--- src/rtl/i2s_pkg.sv ---
// Shared I2S definitions for the pedal audio path (transmitter and receiver).
package i2s_pkg;

  localparam int I2S_WIDTH = 24;
  localparam int I2S_SLOT  = 32;

  typedef logic signed [I2S_WIDTH-1:0] sample_t;

  typedef enum logic {
    CH_LEFT  = 1'b0,
    CH_RIGHT = 1'b1
  } chan_t;

  typedef enum logic [1:0] {
    IDLE,
    RUN,
    DRAIN
  } tx_state_t;

endpackage

--- src/rtl/i2s_tx_hold.sv ---
// One-word-per-channel holding buffer for the I2S transmitter, with sticky
// underrun/overrun detection against the shifter's load strobe.
module i2s_tx_hold
  import i2s_pkg::*;
#(
  parameter int WIDTH         = I2S_WIDTH,
  parameter bit UNDERRUN_ZERO = 1'b0
) (
  input  logic             clk,
  input  logic             rst_n,
  input  logic             wr_en_i,
  input  chan_t            wr_chan_i,
  input  logic [WIDTH-1:0] wr_data_i,
  input  logic             load_en_i,
  input  chan_t            load_chan_i,
  output logic [WIDTH-1:0] load_word_o,
  output logic             underrun_o,
  output logic             overrun_o
);

  logic [WIDTH-1:0] hold_q [2];
  logic [WIDTH-1:0] hold_d [2];
  logic [1:0]       full_q, full_d;
  logic             underrun_q, underrun_d;
  logic             overrun_q, overrun_d;

  // NOTE: every output of this block gets a default first, so no path leaves a latch.
  always_comb begin
    hold_d      = hold_q;
    full_d      = full_q;
    underrun_d  = underrun_q;
    overrun_d   = overrun_q;
    load_word_o = hold_q[load_chan_i];

    if (load_en_i) begin
      full_d[load_chan_i] = 1'b0;
      if (!full_q[load_chan_i]) begin
        underrun_d = 1'b1;
        if (UNDERRUN_ZERO) load_word_o = '0;
      end
    end

    // A write on the load edge of the same channel refills the buffer: the
    // shifter still takes the old word, so it is not an overrun.
    if (wr_en_i) begin
      hold_d[wr_chan_i] = wr_data_i;
      full_d[wr_chan_i] = 1'b1;
      if (full_q[wr_chan_i] && !(load_en_i && (load_chan_i == wr_chan_i)))
        overrun_d = 1'b1;
    end
  end

  // NOTE: the two holding words are reset on purpose: an underrun before any
  // write must repeat a defined zero, not an X.
  // NOTE: sequential state uses non-blocking assignments only.
  always_ff @(posedge clk or negedge rst_n) begin
    if (!rst_n) begin
      hold_q[0]  <= '0;
      hold_q[1]  <= '0;
      full_q     <= '0;
      underrun_q <= 1'b0;
      overrun_q  <= 1'b0;
    end else begin
      hold_q     <= hold_d;
      full_q     <= full_d;
      underrun_q <= underrun_d;
      overrun_q  <= overrun_d;
    end
  end

  assign underrun_o = underrun_q;
  assign overrun_o  = overrun_q;

endmodule

--- src/rtl/i2s_transmitter.sv ---
// I2S master transmitter: slot counter, enable FSM and MSB-first shifter,
// fed from a per-channel holding buffer.
module i2s_transmitter
  import i2s_pkg::*;
#(
  parameter int WIDTH         = I2S_WIDTH,
  parameter int SLOT          = I2S_SLOT,
  parameter bit UNDERRUN_ZERO = 1'b0
) (
  input  logic             sclk,
  input  logic             rst,
  input  logic             en,
  input  logic [WIDTH-1:0] data,
  input  logic             dchan,
  input  logic             dvalid,
  output logic             lrclk,
  output logic             sdout,
  output logic             frame_start,
  output logic             underrun,
  output logic             overrun
);

  localparam int                FRAME    = 2 * SLOT;
  localparam int                CNT_W    = $clog2(FRAME);
  localparam logic [CNT_W-1:0]  CNT_LAST = CNT_W'(FRAME - 1);
  localparam logic [CNT_W-1:0]  CNT_SLOT = CNT_W'(SLOT);

  tx_state_t        state_q, state_d;
  logic [CNT_W-1:0] cnt_q, cnt_d, cnt_inc;
  logic [WIDTH-1:0] sr_q;
  logic             lrclk_q, frame_start_q;
  logic             load_en;
  chan_t            load_chan;
  logic [WIDTH-1:0] load_word;

  assign cnt_inc   = (cnt_q == CNT_LAST) ? '0 : cnt_q + 1'b1;
  assign load_en   = (state_q != IDLE) && ((cnt_q == '0) || (cnt_q == CNT_SLOT));
  assign load_chan = (cnt_q >= CNT_SLOT) ? CH_RIGHT : CH_LEFT;

  // Stopping only at the wrap keeps every emitted frame whole.
  always_comb begin
    state_d = state_q;
    cnt_d   = cnt_q;
    case (state_q)
      IDLE: begin
        if (en) begin
          state_d = RUN;
          cnt_d   = '0;
        end
      end
      RUN: begin
        if (en) begin
          cnt_d = cnt_inc;
        end else if (cnt_q == CNT_LAST) begin
          state_d = IDLE;
        end else begin
          state_d = DRAIN;
          cnt_d   = cnt_inc;
        end
      end
      DRAIN: begin
        if (en) begin
          state_d = RUN;
          cnt_d   = cnt_inc;
        end else if (cnt_q == CNT_LAST) begin
          state_d = IDLE;
        end else begin
          cnt_d = cnt_inc;
        end
      end
      default: begin
        state_d = IDLE;
        cnt_d   = CNT_LAST;
      end
    endcase
  end

  always_ff @(posedge sclk or negedge rst) begin
    if (!rst) begin
      state_q       <= IDLE;
      cnt_q         <= CNT_LAST;
      sr_q          <= '0;
      lrclk_q       <= 1'b1;
      frame_start_q <= 1'b0;
    end else begin
      state_q       <= state_d;
      cnt_q         <= cnt_d;
      lrclk_q       <= (cnt_d >= CNT_SLOT);
      frame_start_q <= (cnt_d == '0);
      // Shifting zeros in between loads drives sdout low after the LSB.
      if (load_en) sr_q <= load_word;
      else         sr_q <= {sr_q[WIDTH-2:0], 1'b0};
    end
  end

  i2s_tx_hold #(
    .WIDTH        (WIDTH),
    .UNDERRUN_ZERO(UNDERRUN_ZERO)
  ) u_hold (
    .clk        (sclk),
    .rst_n      (rst),
    .wr_en_i    (dvalid),
    .wr_chan_i  (chan_t'(dchan)),
    .wr_data_i  (data),
    .load_en_i  (load_en),
    .load_chan_i(load_chan),
    .load_word_o(load_word),
    .underrun_o (underrun),
    .overrun_o  (overrun)
  );

  assign lrclk       = lrclk_q;
  assign sdout       = sr_q[WIDTH-1];
  assign frame_start = frame_start_q;

endmodule

--- config.mk ---
export PLATFORM = sky130hd
export DESIGN_NAME = i2s_transmitter
export DESIGN_NICKNAME = d
export VERILOG_FILES = /design/src/rtl/i2s_pkg.sv /design/src/rtl/i2s_tx_hold.sv /design/src/rtl/i2s_transmitter.sv
export SDC_FILE = /design/constraint.sdc
export NUM_CORES = 1
export LEC_CHECK = 0
export BUFFER_PORTS_ARGS = -buffer_cell sky130_fd_sc_hd__buf_4
export CORE_UTILIZATION = 60
export DETAILED_ROUTE_END_ITERATION = 12
export PLACE_DENSITY = 0.78
export SLEW_MARGIN = 10
export SYNTH_ARGS = -nofsm -noshare
export SYNTH_HDL_FRONTEND = slang
export SYNTH_SLANG_ARGS = --single-unit
--- constraint.sdc ---
create_clock -name sclk -period 6.7 [get_ports sclk]
set_clock_uncertainty 0.2 [all_clocks]
set_input_delay 1.34 -clock sclk [delete_from_list [all_inputs] [get_ports sclk]]
set_output_delay 1.34 -clock sclk [all_outputs]
set_load 0.005 [all_outputs]
==> run_results.csv <==
group,metric,value,unit
clock_network,cts.path.max_buffers,2,
cells_and_area,most-common-layout-cells,"dfrtp_1 (79), mux2_2 (48), buf_4 (36)",
timing,whs,0.270,ns
die,io-pin-count,34,
clock_network,cts_tree,"done",
synth,synthSimpleGateAreaFrac,6.84,%
clock_network,postCtsHoldBufs,0,
clock_network,worst_setup_hold_path_clk_slew,0.08,ns
global_route,grt_usage,20.9,%
synth,synth_seq_cells,86,
routing,viasPerCell,5.71,
placed_design,pre_cts_ws,3.63,ns
synth,synth-edff-count,0,
setup_path,critPathLaunchType,"flop",
clock_network,cts-htree-levels,3,
setup_path,timing.rr.start,"cnt_q[5]",
routing,postRouteAntennaNets,0,
global_route,grt_pass1_vias,2306,
global_route,antenna_found_initial,0,
routing,post_drt_wl_per_cell,15.4,um
cells_and_area,final_common_cell,"dfrtp_1",
setup_path,crit_path_cell_trace,"nand2_1, or2_1, ha_1, o21ai_0, a221o_1, a211oi_1, nor4b_2",
worst_hold_path,min_path_type,"reg2reg",
die,core-area,5960,um^2
global_route,grt_pass1_wl,10200,um
synth,synth.distinct_cells,37,
synth,yosys.area_share.adder,2.35,%
synth,synth_top_family_by_area,"multiplexers",
cells_and_area,antenna_cells,0,
routing,vias,2301,
placed_design,place.detailed.hpwl,3860,um
timing,finalMaxSlewViolations,0,
power_and_ir_drop,report.power.total,1.64,mW
placed_design,post-place-cells,387,
synth,syn_area,3730,um^2
global_route,use_met2,33.4,%
clock_network,ctsResizeCount,0,
timing,finalSetupViolations,0,
die,dieArea,6540,um^2
global_route,met3_usage,4.04,%
synth,syn-instance-count,294,
global_route,overflow,0,
clock_network,cts_sinks,86,
routing,drt_iter0_drc,115,
cells_and_area,fin_nets,359,
timing,fin_ws,3.62,ns
cells_and_area,layout.cells.non_filler,403,
global_route,busiest_layer,"met2",
placed_design,gp_congestion,0.760,
setup_path,endpoint_kind,"flop",
synth,async_reset_ff_share,100,%
synth,synth_xor_area_share,0.470,%
routing,wirelength,6220,um
setup_path,arrival,3.14,ns
setup_path,startpoint,"cnt_q[5]",
synth,synth_compound_area_share,7.82,%
synth,syn_avg_cell_area,12.7,um^2
timing,period_minus_slack,3.08,ns
setup_path,cp_max_fo,34,
routing,first_pass_iters,4,
power_and_ir_drop,ir_drop,0.000250,V
setup_path,cp_slowest_cell,"dfstp_2",
synth,ys_seq_area_share,57.9,%
die,initial_utilization,62.6,%
clock_network,clock_latency,0.35,ns
routing,drc,0,
clock_network,cts_buffers,9,
placed_design,portBuffers,33,
clock_network,root_buffer,"clkbuf_8",
global_route,met1_usage,26.8,%
synth,synth_ff_type,"dfrtp_1",
synth,syn_nets,330,
timing,finalHoldViolCount,0,
timing,slew_headroom,22.2,%
power_and_ir_drop,powerDensity,388,nW/um^2
power_and_ir_drop,leakage,1.86,nW
timing,fin_crit_sh,45.9,%
synth,synthMuxAreaShare,21.9,%
die,die_width,80.8,um
setup_path,crit_type,"reg2reg",
cells_and_area,drive_above_1_share,34.5,%
global_route,grt_max_degree,87,
setup_path,worstPathRequired,6.76,ns
timing,fmax,325,MHz
status,outcome,"finished clean",
worst_hold_path,min-delay-start,"u_hold.underrun_o",
timing,rsz0062_at_grt,"no",
setup_path,cp_slowest_stage_delay,1.16,ns
timing,tightest_slew,1.16,ns
clock_network,post_cts_buffers,0,
cells_and_area,area_delta_synth_final,13.3,%
timing,fin_setup_tns,0,ns
die,die_y,80.8,um
flow_run,max-cap-violations,0,
synth,ys_warn_count,0,
die,rows,28,
-- registers in the layout, summed over array words and instances (netlist names) --
name and cells:
u_hold.overrun_o 1, state_q 2, sr_q 24, u_hold.underrun_o 1, frame_start 1, u_hold.full_q 2, cnt_q 6, lrclk 1
u_hold.hold_q 48
-- critical path, delay by kind of cell (launching register included) --
kind	cells	cell delay [ns]
adder cells (fa/ha/maj)	1	0.30
AO/OA/AOI/OAI	3	0.65
flip-flops	1	1.16
AND/OR/NAND/NOR	3	0.68
-- power by group --
part	leakage [nW]	internal (mW)	total, mW	switching [mW]
sequential	0.991	0.679	0.779	0.100
clock	0.103	0.184	0.369	0.185
combinational	0.763	0.245	0.493	0.248
total	1.86	1.11	1.64	0.533
-- cell usage after synthesis (2+ instances only) --
master / count / area [um^2]
a221o_1: 2 / 20.0
a21o_1: 5 / 37.5
nand2b_1: 2 / 12.5
mux2_2: 48 / 541
buf_2: 9 / 45.0
o21ai_1: 2 / 10.0
nor3b_1: 2 / 15.0
nor2_1: 26 / 97.6
inv_1: 5 / 18.8
dfrtp_1: 79 / 1980
ha_1: 7 / 87.6
nand3_1: 5 / 25.0
dfstp_2: 7 / 184
a21oi_1: 28 / 140
a211o_1: 2 / 17.5
nor2b_1: 2 / 12.5
nand2_1: 8 / 30.0
o211ai_1: 3 / 22.5
clkbuf_1: 8 / 30.0
o21ai_0: 2 / 10.0
mux2i_1: 26 / 260
-- path summary, 6_finish.rpt --
kind / endpoint / slack [ns] / cells after the start
worst max-delay path: frame_start / 3.62 / 7
worst min register to register: u_hold.underrun_o / 0.27 / 1
worst max register to register: frame_start / 3.62 / 7
max in group asynchronous: frame_start / 4.67 / 1
worst min-delay path: u_hold.underrun_o / 0.27 / 1
min in group asynchronous: u_hold.hold_q[20] / 0.94 / 1
-- layout make-up --
| type | instances | area (um^2) |
|---|---|---|
| flip-flops and latches | 86 | 2160 |
| repair buffers | 36 | 270 |
| clock buffers | 10 | 138 |
| inverters | 5 | 18.8 |
| clock inverters | 6 | 68.8 |
| fillers | 443 | 1730 |
| multi-input cells | 185 | 1480 |
| well taps | 75 | 93.8 |
-- per-stage QoR --
stage	area, um^2	utilization, %
after detailed placement	4020	67.5
after global placement	4020	67.5
after global routing	4230	71.0
final	4230	71.0
after floorplan	3730	-
after CTS	4230	71.0
-- layer usage --
metal | wire, um | up-vias
met5 | 0 | -
met4 | 147 | 0
met3 | 203 | 12
met2 | 3070 | 39
met1 | 2790 | 1158
li1 | - | 1092
-- logic make-up after synthesis --
| kind of cell | Yosys count |
|---|---|
| AO/OA/AOI/OAI | 48 |
| XOR/XNOR | 2 |
| adder cells (fa/ha/maj) | 7 |
| buffers and inverters | 23 |
| flip-flops | 86 |
| multiplexers | 75 |
| AND/OR/NAND/NOR | 53 |
No activity file was read; power rests on OpenSTA's default activity.
